==> src/rtl/ptp_bridge_pipe_arb.sv <==
// ptp_bridge_pipe_arb
//   Round-robin arbiter feeding a shared fixed-latency pipeline. Results are
//   routed back to the requester that issued them. Supports quiesce/drain.
//
// Ports
//   clk, rst_n        : clock (rising edge), asynchronous active-low reset
//   req_valid/data    : per-requester request; requester i at req_data[i*W +: W]
//   req_ready         : one-hot-or-zero combinational grant
//   pipe_in_valid/data: registered issue into the shared pipeline
//   pipe_out_valid/data: pipeline result, DLY cycles after issue
//   rsp_valid/data    : one-hot result strobe to owner, shared payload
//   quiesce           : level, stop granting and drain
//   quiesce_done      : quiesced with nothing in flight
//   err_sticky        : pipeline result strobe disagreed with tracked issue
//
// Optional: define PTP_BRIDGE_PIPE_ARB_STATS_EN to add stat_sel/stat_cnt,
// a saturating 16-bit grant counter per requester.
module ptp_bridge_pipe_arb #(
  parameter int NREQ = 4,
  parameter int W    = 32,
  parameter int DLY  = 2
) (
  input  logic                clk,
  input  logic                rst_n,
  input  logic [NREQ-1:0]     req_valid,
  input  logic [NREQ*W-1:0]   req_data,
  output logic [NREQ-1:0]     req_ready,
  output logic                pipe_in_valid,
  output logic [W-1:0]        pipe_in_data,
  input  logic                pipe_out_valid,
  input  logic [W-1:0]        pipe_out_data,
  output logic [NREQ-1:0]     rsp_valid,
  output logic [W-1:0]        rsp_data,
  input  logic                quiesce,
  output logic                quiesce_done,
  output logic                err_sticky
`ifdef PTP_BRIDGE_PIPE_ARB_STATS_EN
  ,
  input  logic [$clog2(NREQ)-1:0] stat_sel,
  output logic [15:0]             stat_cnt
`endif
);

  localparam int IW = $clog2(NREQ);
  localparam int BW = $clog2(DLY + 1);

  typedef enum logic [1:0] {ST_RUN, ST_DRAIN, ST_QUIET} state_e;

  state_e          state_q, state_d;
  logic [IW-1:0]   rr_ptr_q, rr_ptr_d;
  logic            iss_valid_q, iss_valid_d;
  logic [W-1:0]    iss_data_q, iss_data_d;
  logic [IW-1:0]   iss_idx_q, iss_idx_d;
  logic [DLY-1:0]  trk_v_q, trk_v_d;
  logic [IW-1:0]   trk_idx_q [DLY];
  logic [IW-1:0]   trk_idx_d [DLY];
  logic [NREQ-1:0] rsp_valid_q, rsp_valid_d;
  logic [W-1:0]    rsp_data_q, rsp_data_d;
  logic            err_sticky_q, err_sticky_d;
  logic [BW-1:0]   blank_q, blank_d;

  logic            gnt_any;
  logic [IW-1:0]   gnt_idx;
  logic [IW-1:0]   cand;
  logic [NREQ-1:0] gnt_vec;
  logic            hs;
  logic            trk_hit;
  logic            mismatch;

  // Search starts one past the last winner; rst_n gates the grant so
  // req_ready drops the moment reset is asserted.
  always_comb begin
    gnt_any = 1'b0;
    gnt_idx = rr_ptr_q;
    cand    = '0;
    for (int unsigned i = 1; i <= NREQ; i++) begin
      cand = IW'((32'(rr_ptr_q) + i) % NREQ);
      if (!gnt_any && req_valid[cand]) begin
        gnt_any = 1'b1;
        gnt_idx = cand;
      end
    end
    gnt_vec = '0;
    if (rst_n && (state_q == ST_RUN) && !quiesce && gnt_any) begin
      gnt_vec[gnt_idx] = 1'b1;
    end
  end

  always_comb begin
    hs          = |gnt_vec;
    rr_ptr_d    = hs ? gnt_idx : rr_ptr_q;
    iss_valid_d = hs;
    iss_data_d  = hs ? req_data[32'(gnt_idx)*W +: W] : iss_data_q;
    iss_idx_d   = hs ? gnt_idx : iss_idx_q;

    trk_v_d[0]   = iss_valid_q;
    trk_idx_d[0] = iss_idx_q;
    for (int unsigned k = 1; k < DLY; k++) begin
      trk_v_d[k]   = trk_v_q[k-1];
      trk_idx_d[k] = trk_idx_q[k-1];
    end

    trk_hit     = pipe_out_valid && trk_v_q[DLY-1];
    rsp_valid_d = '0;
    if (trk_hit) begin
      rsp_valid_d[trk_idx_q[DLY-1]] = 1'b1;
    end
    rsp_data_d = trk_hit ? pipe_out_data : rsp_data_q;

    // For DLY cycles after reset the pipeline may still emit results issued
    // before reset; they are dropped without flagging an error.
    mismatch     = (pipe_out_valid != trk_v_q[DLY-1]);
    err_sticky_d = err_sticky_q | (mismatch && (blank_q == '0));
    blank_d      = (blank_q != '0) ? blank_q - BW'(1) : blank_q;

    state_d = state_q;
    case (state_q)
      ST_RUN:   if (quiesce) state_d = ST_DRAIN;
      ST_DRAIN: begin
        if (!quiesce)                                 state_d = ST_RUN;
        else if ((trk_v_q == '0) && !iss_valid_q)     state_d = ST_QUIET;
      end
      ST_QUIET: if (!quiesce) state_d = ST_RUN;
      default:  state_d = ST_RUN;
    endcase
  end

  always_ff @(posedge clk or negedge rst_n) begin
    if (!rst_n) begin
      state_q      <= ST_RUN;
      rr_ptr_q     <= IW'(NREQ - 1);
      iss_valid_q  <= 1'b0;
      iss_data_q   <= '0;
      iss_idx_q    <= '0;
      trk_v_q      <= '0;
      for (int unsigned k = 0; k < DLY; k++) trk_idx_q[k] <= '0;
      rsp_valid_q  <= '0;
      rsp_data_q   <= '0;
      err_sticky_q <= 1'b0;
      blank_q      <= BW'(DLY);
    end else begin
      state_q      <= state_d;
      rr_ptr_q     <= rr_ptr_d;
      iss_valid_q  <= iss_valid_d;
      iss_data_q   <= iss_data_d;
      iss_idx_q    <= iss_idx_d;
      trk_v_q      <= trk_v_d;
      for (int unsigned k = 0; k < DLY; k++) trk_idx_q[k] <= trk_idx_d[k];
      rsp_valid_q  <= rsp_valid_d;
      rsp_data_q   <= rsp_data_d;
      err_sticky_q <= err_sticky_d;
      blank_q      <= blank_d;
    end
  end

  assign req_ready     = gnt_vec;
  assign pipe_in_valid = iss_valid_q;
  assign pipe_in_data  = iss_data_q;
  assign rsp_valid     = rsp_valid_q;
  assign rsp_data      = rsp_data_q;
  assign quiesce_done  = (state_q == ST_QUIET);
  assign err_sticky    = err_sticky_q;

`ifdef PTP_BRIDGE_PIPE_ARB_STATS_EN
  logic [15:0] cnt_q [NREQ];
  logic [15:0] cnt_d [NREQ];

  always_comb begin
    for (int unsigned i = 0; i < NREQ; i++) begin
      cnt_d[i] = cnt_q[i];
      if (gnt_vec[i] && (cnt_q[i] != 16'hFFFF)) cnt_d[i] = cnt_q[i] + 16'd1;
    end
  end

  always_ff @(posedge clk or negedge rst_n) begin
    if (!rst_n) begin
      for (int unsigned i = 0; i < NREQ; i++) cnt_q[i] <= '0;
    end else begin
      for (int unsigned i = 0; i < NREQ; i++) cnt_q[i] <= cnt_d[i];
    end
  end

  assign stat_cnt = cnt_q[stat_sel];
`endif

endmodule

==> config.mk <==
export PLATFORM = sky130hd
export DESIGN_NAME = ptp_bridge_pipe_arb
export DESIGN_NICKNAME = d
export VERILOG_FILES = /design/src/rtl/ptp_bridge_pipe_arb.sv
export SDC_FILE = /design/constraint.sdc
export NUM_CORES = 1
export LEC_CHECK = 0
export ABC_AREA = 1
export CELL_PAD_IN_SITES_DETAIL_PLACEMENT = 1
export CELL_PAD_IN_SITES_GLOBAL_PLACEMENT = 2
export CORE_ASPECT_RATIO = 0.5
export CORE_MARGIN = 2
export CORE_UTILIZATION = 19
export DETAILED_ROUTE_END_ITERATION = 8
export PLACE_DENSITY = 0.77
export SLEW_MARGIN = 20
export SYNTH_ARGS = -nofsm -noshare
export SYNTH_HDL_FRONTEND = slang
export SYNTH_SLANG_ARGS = --single-unit
==> constraint.sdc <==
create_clock -name clk -period 1.68 [get_ports clk]
set_input_delay 0.168 -clock clk [delete_from_list [all_inputs] [get_ports clk]]
set_output_delay 0.168 -clock clk [all_outputs]
set_load 0.05 [all_outputs]
After elaboration in Yosys (flattened, before gate mapping). Cells that the tools add are included. Widths: inputs -> output; s select.

$lt $le $gt $ge: 8. Reductions and logical operators: 22. Shifts and indexed selects: 1. Bitwise logic cells: 1. $add $sub $neg: 5. Mux-type cells: 27. Eq/ne operators: 6.

Operator list (number): $shiftx 128x8->32 (1); $lt 2x3->1 const B (6); $mux 2 (8); $logic_and 1x1->1 (11); $mux 1 (10); $bmux 1 s2 (4); $mux 4 (2); $logic_not 2->1 (3); $pmux 2 s3 (1); $logic_not 1->1 (5); $add 2x1->2 const B (2); $add 2x2->2 const B (2); $demux 1 s2 (2); $ge 2x1->1 const B (2); $ne 2x2->1 const B (2); $reduce_or 4->1 (1); $ne 3x3->1 const B (1); $reduce_and 3->1 (1); $eq 2x1->1 const B (1); $eq 2x2->1 const B (1); $reduce_bool 2->1 (1); $sub 2x1->2 const B (1); $ne 1x1->1 (1); $or 1x1->1 (1).

Bits of input ports: 168. Output and inout port bits: 75. Register bits after elaboration: 84.

Depth between registers and ports, before layout.
Depth in word-level cells: 19. Gate-level depth with buffers: 15. Mapped depth without buffers: 13.

Least setup slack after synthesis. OpenSTA, ideal clock, no wires.

Path type: register to output. Start: register rr_ptr_q[0]. End: output req_ready[1]. Setup slack: -738 ps. Data arrival time: 2250 ps. Stages on the path, launching flop included: 12. Cells stage by stage: dfstp_2 -> buf_4 -> nand2_1 -> nand2_1 -> nand2_1 -> nand2_2 -> nand3_4 -> nand2_2 -> buf_6 -> buf_6 -> nand3_1 -> nor2_1.

Cells in the longest elaborated chain, start to end: 18.

Ends and longest elaborated chain: from (decl) (line 50) `logic [IW-1:0] rr_ptr_q, rr_ptr_d;`; from (signal assigned) (line 131) `rr_ptr_q <= IW'(NREQ - 1);`; from (signal assigned) (line 143) `rr_ptr_q <= rr_ptr_d;`; $add 2x1->2 (line 77) `cand = IW'((32'(rr_ptr_q) + i) % NREQ);`; $bmux 1 s2 (line 78) `if (!gnt_any && req_valid[cand]) begin`; $mux 1 (implied by the code) (line 78); $mux 1 (line 78); $logic_not 1->1 (line 78); $logic_and 1x1->1 (line 78); $mux 1 (line 78); $logic_not 1->1 (line 78); [2 not listed]; $logic_not 1->1 (line 78); $logic_and 1x1->1 (line 78); $mux 2 (line 78); $lt 2x3->1 (implied by the code) or $ge 2x1->1 (tied branches) (line 85) `gnt_vec[gnt_idx] = 1'b1;`; $logic_and 1x1->1 (implied by the code) (line 85); $mux 1 (implied by the code) (line 85); $demux 1 s2 (line 85); $mux 4 * (line 84) `if (rst_n && (state_q == ST_RUN) && !quiesce && gnt_any) begin`; to (decl) (line 27) `output logic [NREQ-1:0] req_ready,`.

Mark *: on every way between the ends. The rest lies on a longest branch, timed or not. The select of a mux whose other input is x is not followed.

Final worst setup path.
Start: register rr_ptr_q[0]. End: output req_ready[2].

Same word-level chain as after synthesis.

==> report_table.html <==
<table>
<tr><th>Metric</th><th>Value</th></tr>
<tr><th colspan="2">Finish</th></tr>
<tr><td>Final cell area excluding filler cells</td><td>8940 µm²</td></tr>
<tr><td>Finished Layout Cells</td><td>1,247</td></tr>
<tr><td>Final nets</td><td>between 1,000 and 1,500</td></tr>
<tr><td>Filler Cells Inserted</td><td>2,805</td></tr>
<tr><td>Layout overhead on the synthesized area</td><td>89.2%</td></tr>
<tr><td>Fraction of layout cells with a size suffix above 1</td><td>26.5%</td></tr>
<tr><th colspan="2">Drt</th></tr>
<tr><td>Routed WL</td><td>22.8 mm</td></tr>
<tr><td>Average wire length per cell after detail routing</td><td>approximately 18 µm</td></tr>
<tr><td>Via count</td><td>approximately 5,600</td></tr>
<tr><td>Number of nets with antenna violations after routing</td><td>0</td></tr>
<tr><td>Routed via count divided by cell count</td><td>4.52</td></tr>
<tr><td>Number of DRC violations after detailed routing</td><td>0</td></tr>
<tr><td>Detailed router's first-iteration violation count</td><td>around 290</td></tr>
<tr><td>Number of detailed-route iterations in the first pass</td><td>4</td></tr>
<tr><th colspan="2">Status</th></tr>
<tr><td>Failing checks</td><td>negative setup slack</td></tr>
<tr><td>Status</td><td>finished with violations</td></tr>
<tr><th colspan="2">Logic synthesis</th></tr>
<tr><td>Cells taking the most area after synthesis</td><td>sky130_fd_sc_hd__dfrtp_1 (43%), sky130_fd_sc_hd__nand3_1 (25%), sky130_fd_sc_hd__nand2_1 (15%), sky130_fd_sc_hd__buf_6 (4.3%), sky130_fd_sc_hd__buf_2 (1.7%)</td></tr>
<tr><td>Count of state elements after synthesis</td><td>84</td></tr>
<tr><td>Most common cell in the netlist</td><td>sky130_fd_sc_hd__nand3_1</td></tr>
<tr><td>Synthesized netlist net count</td><td>789</td></tr>
<tr><td>Largest area contributor in the synthesized netlist</td><td>sky130_fd_sc_hd__dfrtp_1</td></tr>
<tr><td>Gate count after technology mapping</td><td>619</td></tr>
<tr><td>Portion of the post-synthesis area used by sequential elements</td><td>between 40% and 50%</td></tr>
<tr><td>Unique masters post-synth</td><td>26</td></tr>
<tr><td>Most used flip-flop cell after synthesis</td><td>sky130_fd_sc_hd__dfrtp_1</td></tr>
<tr><td>Most instantiated cells after synthesis</td><td>sky130_fd_sc_hd__nand3_1 (236), sky130_fd_sc_hd__nand2_1 (194), sky130_fd_sc_hd__dfrtp_1 (81)</td></tr>
<tr><td>Post-synth EDFFs</td><td>0</td></tr>
<tr><td>Post-synthesis cell area</td><td>4730 µm²</td></tr>
<tr><td>Warnings from Yosys</td><td>0</td></tr>
<tr><td>Async set-reset flop share out of synthesis</td><td>100%</td></tr>
<tr><td>Synthesized area divided by synthesized cell count</td><td>around 7.6 µm²</td></tr>
<tr><td>Fraction of post-synthesis cell area in the top cell type by area</td><td>42.9%</td></tr>
<tr><th colspan="2">Clocking</th></tr>
<tr><td>Clock latency on the worst-skew pair</td><td>roughly 360 ps</td></tr>
<tr><td># clock sinks</td><td>84</td></tr>
<tr><td>Clock-pin transition on the worst setup and hold timing paths</td><td>70 ps</td></tr>
<tr><td>Clock buffer count from CTS</td><td>9</td></tr>
<tr><td>CTS tree</td><td>done</td></tr>
<tr><td>Number of buffers on the longest clock path</td><td>2</td></tr>
<tr><td>H-tree depth</td><td>3</td></tr>
<tr><td>Clock root cell</td><td>sky130_fd_sc_hd__clkbuf_16</td></tr>
<tr><th colspan="2">Place</th></tr>
<tr><td># port buffers</td><td>roughly 240</td></tr>
<tr><td>Detailed-placement wirelength estimate</td><td>15.3 mm</td></tr>
<tr><td>Gp weighted congestion</td><td>roughly 0.8</td></tr>
<tr><td>Placed standard-cell area</td><td>7650 µm²</td></tr>
<tr><td>Cells after DPL</td><td>1,189</td></tr>
<tr><th colspan="2">Floorplan</th></tr>
<tr><td>Die width</td><td>between 200 and 250 µm</td></tr>
<tr><td>Vertical die dimension</td><td>around 120 µm</td></tr>
<tr><td>Ports</td><td>243</td></tr>
<tr><td>Number of placement rows</td><td>40</td></tr>
<tr><td>Initial core utilization</td><td>19.5%</td></tr>
<tr><td>Die ar.</td><td>26,200 µm²</td></tr>
<tr><td>Core area</td><td>24,200 µm²</td></tr>
<tr><th colspan="2">Worst hold path</th></tr>
<tr><td>Worst Hold Class</td><td>reg2reg</td></tr>
<tr><th colspan="2">Power and ir drop</th></tr>
<tr><td>Peak supply drop</td><td>~0.0014 V</td></tr>
<tr><td>Cell-internal power</td><td>11,800 µW</td></tr>
<tr><td>P per Cell Area</td><td>2680 nW/µm²</td></tr>
<tr><td>Switching pwr</td><td>roughly 12,000 µW</td></tr>
<tr><td>Switching Share</td><td>51.0%</td></tr>
<tr><td>Static Leakage</td><td>0.00426 µW</td></tr>
<tr><td>Share of total power in combinational logic</td><td>77.4%</td></tr>
<tr><td>Sequential Power Share</td><td>between 10 and 15%</td></tr>
<tr><td>Fraction of power consumed by the clock network</td><td>8.4%</td></tr>
<tr><th colspan="2">STA</th></tr>
<tr><td>Number of hold-slack violations in the final timing report</td><td>0</td></tr>
<tr><td>RSZ-0062 raised after global routing</td><td>true</td></tr>
<tr><td>Worst Clk Skew</td><td>7.48 ps</td></tr>
<tr><td>Worst setup slack after layout</td><td>-784 ps</td></tr>
<tr><td>Count of final max-slew check failures</td><td>0</td></tr>
<tr><td>Time the worst path needs with I/O delays and setup</td><td>2460 ps</td></tr>
<tr><td>Highest clock frequency the design can meet</td><td>0.406 GHz</td></tr>
<tr><td>Tightest Pin Transition</td><td>528 ps</td></tr>
<tr><td>Number of setup violations in the final report</td><td>41</td></tr>
<tr><td>Max_slew headroom</td><td>64.8%</td></tr>
<tr><td>Final worst-path cycle share</td><td>147%</td></tr>
<tr><th colspan="2">Critical path</th></tr>
<tr><td>First element of the critical path</td><td>rr_ptr_q[0]</td></tr>
<tr><td>Worst R2R Setup Slack</td><td>-640 ps</td></tr>
<tr><td>Type of origin of the critical path</td><td>flop</td></tr>
<tr><td>Capture instance of the worst register-to-register path</td><td>pipe_in_data[18]</td></tr>
<tr><td>Worst EP required</td><td>1510 ps</td></tr>
<tr><td>Capture point of the critical path</td><td>req_ready[2]</td></tr>
<tr><td>Maximum net fanout on the critical path</td><td>6</td></tr>
<tr><td>Origin of the critical flop-to-flop path</td><td>rr_ptr_q[0]</td></tr>
<tr><td>Worst setup EP type</td><td>output port</td></tr>
<tr><td>Critical path data arrival time</td><td>2300 ps</td></tr>
<tr><td>Kind of critical path</td><td>reg2out</td></tr>
<tr><td>Depth of the worst register-to-register path</td><td>14</td></tr>
<tr><th colspan="2">Global routing</th></tr>
<tr><td>Maximum number of pins on one net before global-route repair</td><td>between 80 and 90</td></tr>
<tr><td>GRT Resource Usage Total</td><td>17.3%</td></tr>
<tr><td>Number of global-route vias before repair</td><td>between 6,000 and 7,000</td></tr>
<tr><td>Congestion Overflow GR</td><td>0</td></tr>
<tr><td>Global-route wire length before repair</td><td>34.3 mm</td></tr>
<tr><td>Number of antenna violations at the first check in global routing</td><td>0</td></tr>
<tr><th colspan="2">Job</th></tr>
<tr><td>Max_cap viols</td><td>0</td></tr>
</table>
[cells in the final DEF, fill, tap and decap left out, drive strengths merged, types with 3 or more instances in the layout]
cell type,netlist,layout
nor2,7,7
dlygate4sd2,0,19
dfrtp,81,81
clkinv,1,3
clkbuf,9,14
nand3,240,240
buf,41,131
o21ai,5,5
dfstp,3,3
inv,13,15
nand2,206,206
bufbuf,0,4
nor3,6,6
clkdlybuf4s50,0,166
[registers in the layout, summed over array words and instances, names as in the netlist]
register       cells
pipe_in_data      32
rsp_data          32
rsp_valid          4
blank_q            2
iss_idx_q          2
rr_ptr_q           2
state_q            2
trk_idx_d          2
trk_idx_q          2
trk_v_q            2
err_sticky         1
pipe_in_valid      1
[logic make-up (layout without fill, tap and decap cells)]
logic type,count (synthesis),count (layout),synth area share [%]
XOR/XNOR,1,1,0.185
AND/OR/NAND/NOR,460,460,44.9
other,0,1,0
flip-flops,84,84,44.5
adder cells (fa/ha/maj),2,2,0.529
AO/OA/AOI/OAI,8,8,0.953
buffers and inverters,64,355,8.92
[per-layer routing]
metal  global-route usage (%)  routed length, µm  vias to the layer above
li1                         -                  -                     2653
met4                     5.66                532                        0
met5                        0                  0                        -
met2                     31.3              11800                      148
met1                     21.2               9680                     2797
met3                     2.81                846                       34
[critical path: stages, from the launching register on]
cell                      delay [ps]
sky130_fd_sc_hd__dfstp_2         640
sky130_fd_sc_hd__buf_6           150
sky130_fd_sc_hd__nand2_4          50
sky130_fd_sc_hd__nand2_4         110
sky130_fd_sc_hd__nand2_8          80
sky130_fd_sc_hd__nand2_8         120
sky130_fd_sc_hd__o21ai_4          70
sky130_fd_sc_hd__buf_4           140
sky130_fd_sc_hd__nand3_4         100
sky130_fd_sc_hd__nand2_8          70
sky130_fd_sc_hd__buf_12          140
sky130_fd_sc_hd__nor2_4          120
sky130_fd_sc_hd__buf_12          140
[worst min path at each step]
stage	to	startpoint	slack (ps)	cells past startpoint
detailed placement	pipe_in_data[11]	rst_n	280	2
finish	trk_idx_q[0]	trk_idx_d[0]	350	0
CTS	rsp_data[17]	pipe_out_data[17]	330	3
global placement	pipe_in_data[11]	rst_n	280	2
global route	rsp_data[12]	pipe_out_data[12]	350	3
floorplan	blank_q[0]	rst_n	-130	0
[through the flow]
stage	utilization (%)	hold slack (ps)	worst slack (ps)	power (µW)	TNS, ps
2_1_floorplan	-	-128	-357	12800	-7010
3_3_place_gp	31.6	282	-472	17100	-15460
3_5_place_dp	31.6	280	-532	17400	-18240
4_1_cts	35.9	332	-760	23200	-21320
5_1_grt	36.9	352	-872	25400	-28310
6_report	36.9	350	-784	24000	-24370
[power groups by stage]
stage / Combinational (µW) / Sequential (µW) / Clock (µW)
2_1_floorplan: 6750 / 6060 / 0
3_3_place_gp: 13600 / 3460 / 0
3_5_place_dp: 13900 / 3480 / 0
4_1_cts: 17600 / 3450 / 2090
5_1_grt: 19700 / 3560 / 2170
6_report: 18600 / 3430 / 2010
[final cells by class]
type	instances	area, µm²	share of cell area [%]
Antenna cell	1	2.50	0.0280
Clock buffer	12	256	2.87
Clock inverter	4	31.3	0.350
Inverter	14	65.1	0.728
Multi-Input combinational cell	471	2640	29.5
Sequential cell	84	2110	23.5
Tap cell	336	420	4.70
Timing Repair Buffer	325	3420	38.3
[what timing repair did]
item	CTS	global route
endpoints found under the setup margin	60	43
pin swaps	24	26
gates resized for setup	107	25
hold buffers	1	0
hold endpoints to repair	81	0
setup buffers	20	9
cloned	9	2
Note: power is estimated with default switching activity, not from simulation.
==> edit 1: new RTL, same settings <==
The option `PTP_BRIDGE_PIPE_ARB_STATS_EN` is turned on by a define.
--- a/src/rtl/ptp_bridge_pipe_arb.sv
+++ b/src/rtl/ptp_bridge_pipe_arb.sv
@@ -17,2 +17,4 @@
 // a saturating 16-bit grant counter per requester.
+`define PTP_BRIDGE_PIPE_ARB_STATS_EN
+
 module ptp_bridge_pipe_arb #(
Interface: changed (added stat_cnt and stat_sel); port bits go from 243 to 261. The function was not compared with the original's and may differ.
==> edit 1 against the original RTL <==
The run still ends with setup timing left. Routed wire length is 90% higher. Setup slack worse by 0.19 ns. Maximum frequency is 7.0% lower. Cell area is 80% higher. Area after synthesis is 100% higher. Sequential cell count is 64 higher. Non-clock buffer count is 148 higher. Clock skew is 0.0039 ns higher. Total power is 30% higher. Critical endpoint unchanged. Largest power group unchanged.
==> edit 1: results (changes against the original RTL) <==
* Syn nets at 1546 (was 789)
* Worst-margin pin slew at 0.837 ns (was 0.528 ns)
* Cell variety after synth at 37 (was 26)
* Critical path's largest stage delay at 0.62 ns (was 0.64 ns)
* CP max FO at 8 (was 6)
* TritonCTS buffer count at 17 (was 9)
* Routing usage on met2 at 28.9% (was 31.3%)
* Hold EP: rsp_data[16]$_DFFE_PN0P_ (was trk_idx_q[0]$_DFF_PN0_)
* Placement-stage cell area at 0.0139 mm^2 (was 0.00765 mm^2)
* H-tree depth reported by CTS at 4 (was 3)
* Share of layout cells above drive strength 1 at 28.3% (was 26.5%)
* Reg2reg setup slack at -0.80 ns (was -0.64 ns)
* Crit path DAT at 2.48 ns (was 2.30 ns)
* Leakage power at 7.78 nW (was 4.26 nW)
* Setup ws final at -0.970 ns (was -0.784 ns)
* Met3 GRT Util at 1.50% (was 2.81%)
* Clock Skew at 0.0114 ns (was 0.00748 ns)
* Met1 WL at 18.1 mm (was 9.68 mm)
* Setup violators final at 106 (was 41)
* Clk pin slew, worst setup/hold paths at 0.07 ns (about the same)
* Largest net degree at the start of global routing at 149 (was 85)
* First-pass GRT wire length at 63.1 mm (was 34.3 mm)
* End of the worst register-to-register path: cnt_q[59]$_DFFE_PN0P_ (was pipe_in_data[18]$_DFFE_PN0P_)
* Synth cell count leaders: 497 x nand2_1, 201 x nand3_1, 145 x dfrtp_1 (was 236 x nand3_1, 194 x nand2_1, 81 x dfrtp_1)
* Initial antenna violation count at 2 (was 0)
* Worst Reg2Reg Path Length in Cells at 15 (was 14)
* Worst-skew pair later-pin latency at 0.45 ns (was 0.36 ns)
* Vias per inst at 4.40 (was 4.52)
* Hold path cells at 3 (was 0)
* Vias in the first global route at 10875 (was 6073)
* Detail Placement HPWL at 30.3 mm (was 15.3 mm)
* NumNets Final at 1953 (was 1075)
* Worst hold start: pipe_out_data[16] (was trk_idx_d[0]$_DFF_PN0_)
* Sequential-to-total area share from yosys stat at 39.0% (was 44.5%)
* Failing checks: setup timing (unchanged)
* DRT Pass-1 Iters at 5 (was 4)
* Hold/Removal Path Class: in2reg (was reg2reg)
* DR WL met3 at 833 um (was 846 um)
* WL/cell at 17.8 um (was 18.3 um)
* GPL Wtd Cong at 0.793 (was 0.819)
* Postcts setup bufs at 7 (was 20)
* Post_cts resized at 78 (was 107)
* Met1 Usage GRT at 19.2% (was 21.2%)
* Max reg flops at between 60 and 70
* Peak VDD IR at 1200 uV (was 1370 uV)
* Port bufs at 260 (was 242)
* Run status: complete, but fails checks (unchanged)
* Global Route Usage Sum at 15.6% (was 17.3%)
* Drt initial violations at 519 (was 287)
* Met2 wire len at 23.6 mm (was 11.8 mm)
[edit 1: cell count changes after synthesis, moves of 35 or more]
cell / delta
nand2_1: +303
inv_1: +120
dfrtp_1: +64
nand4_1: +58
nor2_1: +42
xor2_1: +39
nand3_1: -35
[edit 1: power by group]
part / internal (mW) / total [mW] / leakage, nW / switching [mW]
Sequential: 4.57 / 5.20 / 1.93 / 0.628
Clock: 2.36 / 4.13 / 0.288 / 1.77
Combinational: 8.60 / 21.8 / 5.57 / 13.2
Total: 15.5 / 31.2 / 7.78 / 15.6
[edit 1: cells by family (layout without fill, tap and decap cells)]
| family | Yosys count | count (layout) | synth area share [%] |
|---|---|---|---|
| flip-flops | 148 | 148 | 39.0 |
| adder cells (fa/ha/maj) | 6 | 6 | 0.790 |
| other | 0 | 2 | 0 |
| buffers and inverters | 221 | 640 | 10.4 |
| XOR/XNOR | 54 | 54 | 4.97 |
| AND/OR/NAND/NOR | 857 | 858 | 40.1 |
| AO/OA/AOI/OAI | 84 | 84 | 4.78 |
[edit 1: metrics by stage]
step	worst slack (ns)	total power, mW	instances	setup TNS [ns]	hold WS, ns
after floorplan	-0.533	16.8	1370	-28.21	-0.128
after global placement	-0.542	23.2	2342	-53.73	0.333
after detailed placement	-0.640	23.4	2342	-62.20	0.340
after CTS	-0.986	28.2	2384	-63.14	0.225
after global routing	-1.08	33.2	2441	-88.20	0.244
final	-0.970	31.2	2441	-75.94	0.254
[edit 1: area by class of cell]
cell class | instances | area (um^2)
Timing Repair Buffer | 473 | 4840
Antenna cell | 2 | 5.00
Sequential cell | 148 | 3710
Clock inverter | 14 | 179
Inverter | 135 | 531
Fill cell | 5799 | 32900
Multi-Input combinational cell | 1002 | 5590
Tap cell | 649 | 812
Clock buffer | 18 | 429
==> edit 2: new RTL, same settings <==
Without the edit above. The 3 states of `state_e` get a one-hot encoding in 3 bits.
--- a/src/rtl/ptp_bridge_pipe_arb.sv
+++ b/src/rtl/ptp_bridge_pipe_arb.sv
@@ -46,3 +46,3 @@
 
-  typedef enum logic [1:0] {ST_RUN, ST_DRAIN, ST_QUIET} state_e;
+  typedef enum logic [2:0] {ST_RUN = 3'b001, ST_DRAIN = 3'b010, ST_QUIET = 3'b100} state_e;
 
Check against the original RTL: no difference found for any inputs over 4 cycles, from zero or initial values and one cycle with rst_n low; so few cycles prove little.
==> edit 2 against the original RTL <==
The run still ends with setup timing left. Routed wire length up 8.0%. Setup slack worse by 0.0095 ns. Sequential cell count rose by 1. Area after synthesis up 13%. Sequential share of layout area fell by 2.4 points. Total power up 1.4%. Clock skew grew 0.0032 ns. Cell area up 13%. Largest cell class unchanged.
==> edit 2: results (changes against the original RTL) <==
* NumNets Final at 1219 (was 1075)
* Global Route Usage Sum at 16.5% (was 17.3%)
* CP max FO at 8 (was 6)
* Filler Cell Count at 3261 (was 2805)
* Syn nets at 925 (was 789)
* Adder-Cell Fraction of Synth Area at 0.469% (was 0.529%)
* Setup ws final at -0.794 ns (was -0.784 ns)
* WL/cell at 17.2 um (was 18.3 um)
* Post-Synth XOR/XNOR Area at 0.164% (was 0.185%)
* Synth cell count leaders: 327 x nand2_1, 140 x nand3_1, 81 x dfrtp_1 (was 236 x nand3_1, 194 x nand2_1, 81 x dfrtp_1)
* Setup violators final at 41 (unchanged)
* Area share of the largest cell type after synthesis at 38.0% (was 42.9%)
* Clock Skew at 0.0107 ns (was 0.00748 ns)
* Vias in the first global route at 6573 (was 6073)
* Drt initial violations at 220 (was 287)
* First-pass GRT wire length at 36.6 mm (was 34.3 mm)
* Postcts setup bufs at 17 (was 20)
* Failing checks: setup timing (unchanged)
* Compound-cell area share of the yosys netlist at 0.961% (was 0.953%)
* Overall power at 24.4 mW (was 24.0 mW)
* Seq pwr share at 14.1% (was 14.3%)
* Peak VDD IR at 1280 uV (was 1370 uV)
* Hold Slack at 0.331 ns (was 0.350 ns)
* Run status: complete, but fails checks (unchanged)
* Pre-CTS setup slack at -0.511 ns (was -0.532 ns)
* Mapped Cells at 755 (was 619)
* GPL Wtd Cong at 0.785 (was 0.819)
* Internal at 11.8 mW (about the same)
* Detail Placement HPWL at 16.6 mm (was 15.3 mm)
* Largest net degree at the start of global routing at 86 (was 85)
edit 2: cell types whose count changed after synthesis, moves of 3 or more:
cell / before / now
buf_1: 0 / 3
buf_6: 18 / 10
buf_8: 0 / 3
inv_1: 9 / 76
nand2_1: 194 / 327
nand2_2: 10 / 4
nand2_4: 2 / 5
nand3_1: 236 / 140
nand3_2: 3 / 33
edit 2: final timing paths:
kind,startpoint,to,cells past startpoint
min in group asynchronous,rst_n,pipe_in_data[0]$_DFFE_PN0P_,3
max in group asynchronous,rst_n,state_q[0]$_DFFE_PN1P_,3
hold reg to reg,trk_v_q[0]$_DFF_PN0_,trk_v_q[1]$_DFF_PN0_,0
setup reg to reg,rr_ptr_q[0]$_DFFE_PN1P_,pipe_in_data[27]$_DFFE_PN0P_,17
hold / removal,rst_n,rr_ptr_q[1]$_DFFE_PN1P_,5
setup / recovery,rr_ptr_q[0]$_DFFE_PN1P_,req_ready[2],13
edit 2: area by class of cell:
class / count / area share (%)
timing repair buffer: 331 / 35.6
multi-input combinational: 539 / 31.7
sequential: 85 / 21.2
tap: 382 / 4.75
inverter: 83 / 3.32
clock buffer: 10 / 2.27
clock inverter: 6 / 1.16
antenna: 1 / 0.0249
edit 2: cells by family (layout without fill, tap and decap cells):
| logic type | Yosys count | count (layout) |
|---|---|---|
| and+or+nand+nor | 527 | 527 |
| other | 0 | 1 |
| DFF | 85 | 85 |
| adders and majority gates | 2 | 2 |
| xor gates and xnor gates | 1 | 1 |
| AOI/OAI and AO/OA | 9 | 9 |
| buffers and inverters | 131 | 430 |
edit 2: per-layer routing:
layer	routed length [um]	track usage, %	up-vias
li1	-	-	2955
met1	9710	18.6	3046
met2	13900	31.3	86
met3	592	2.88	28
met4	497	5.67	0
met5	0	0	-
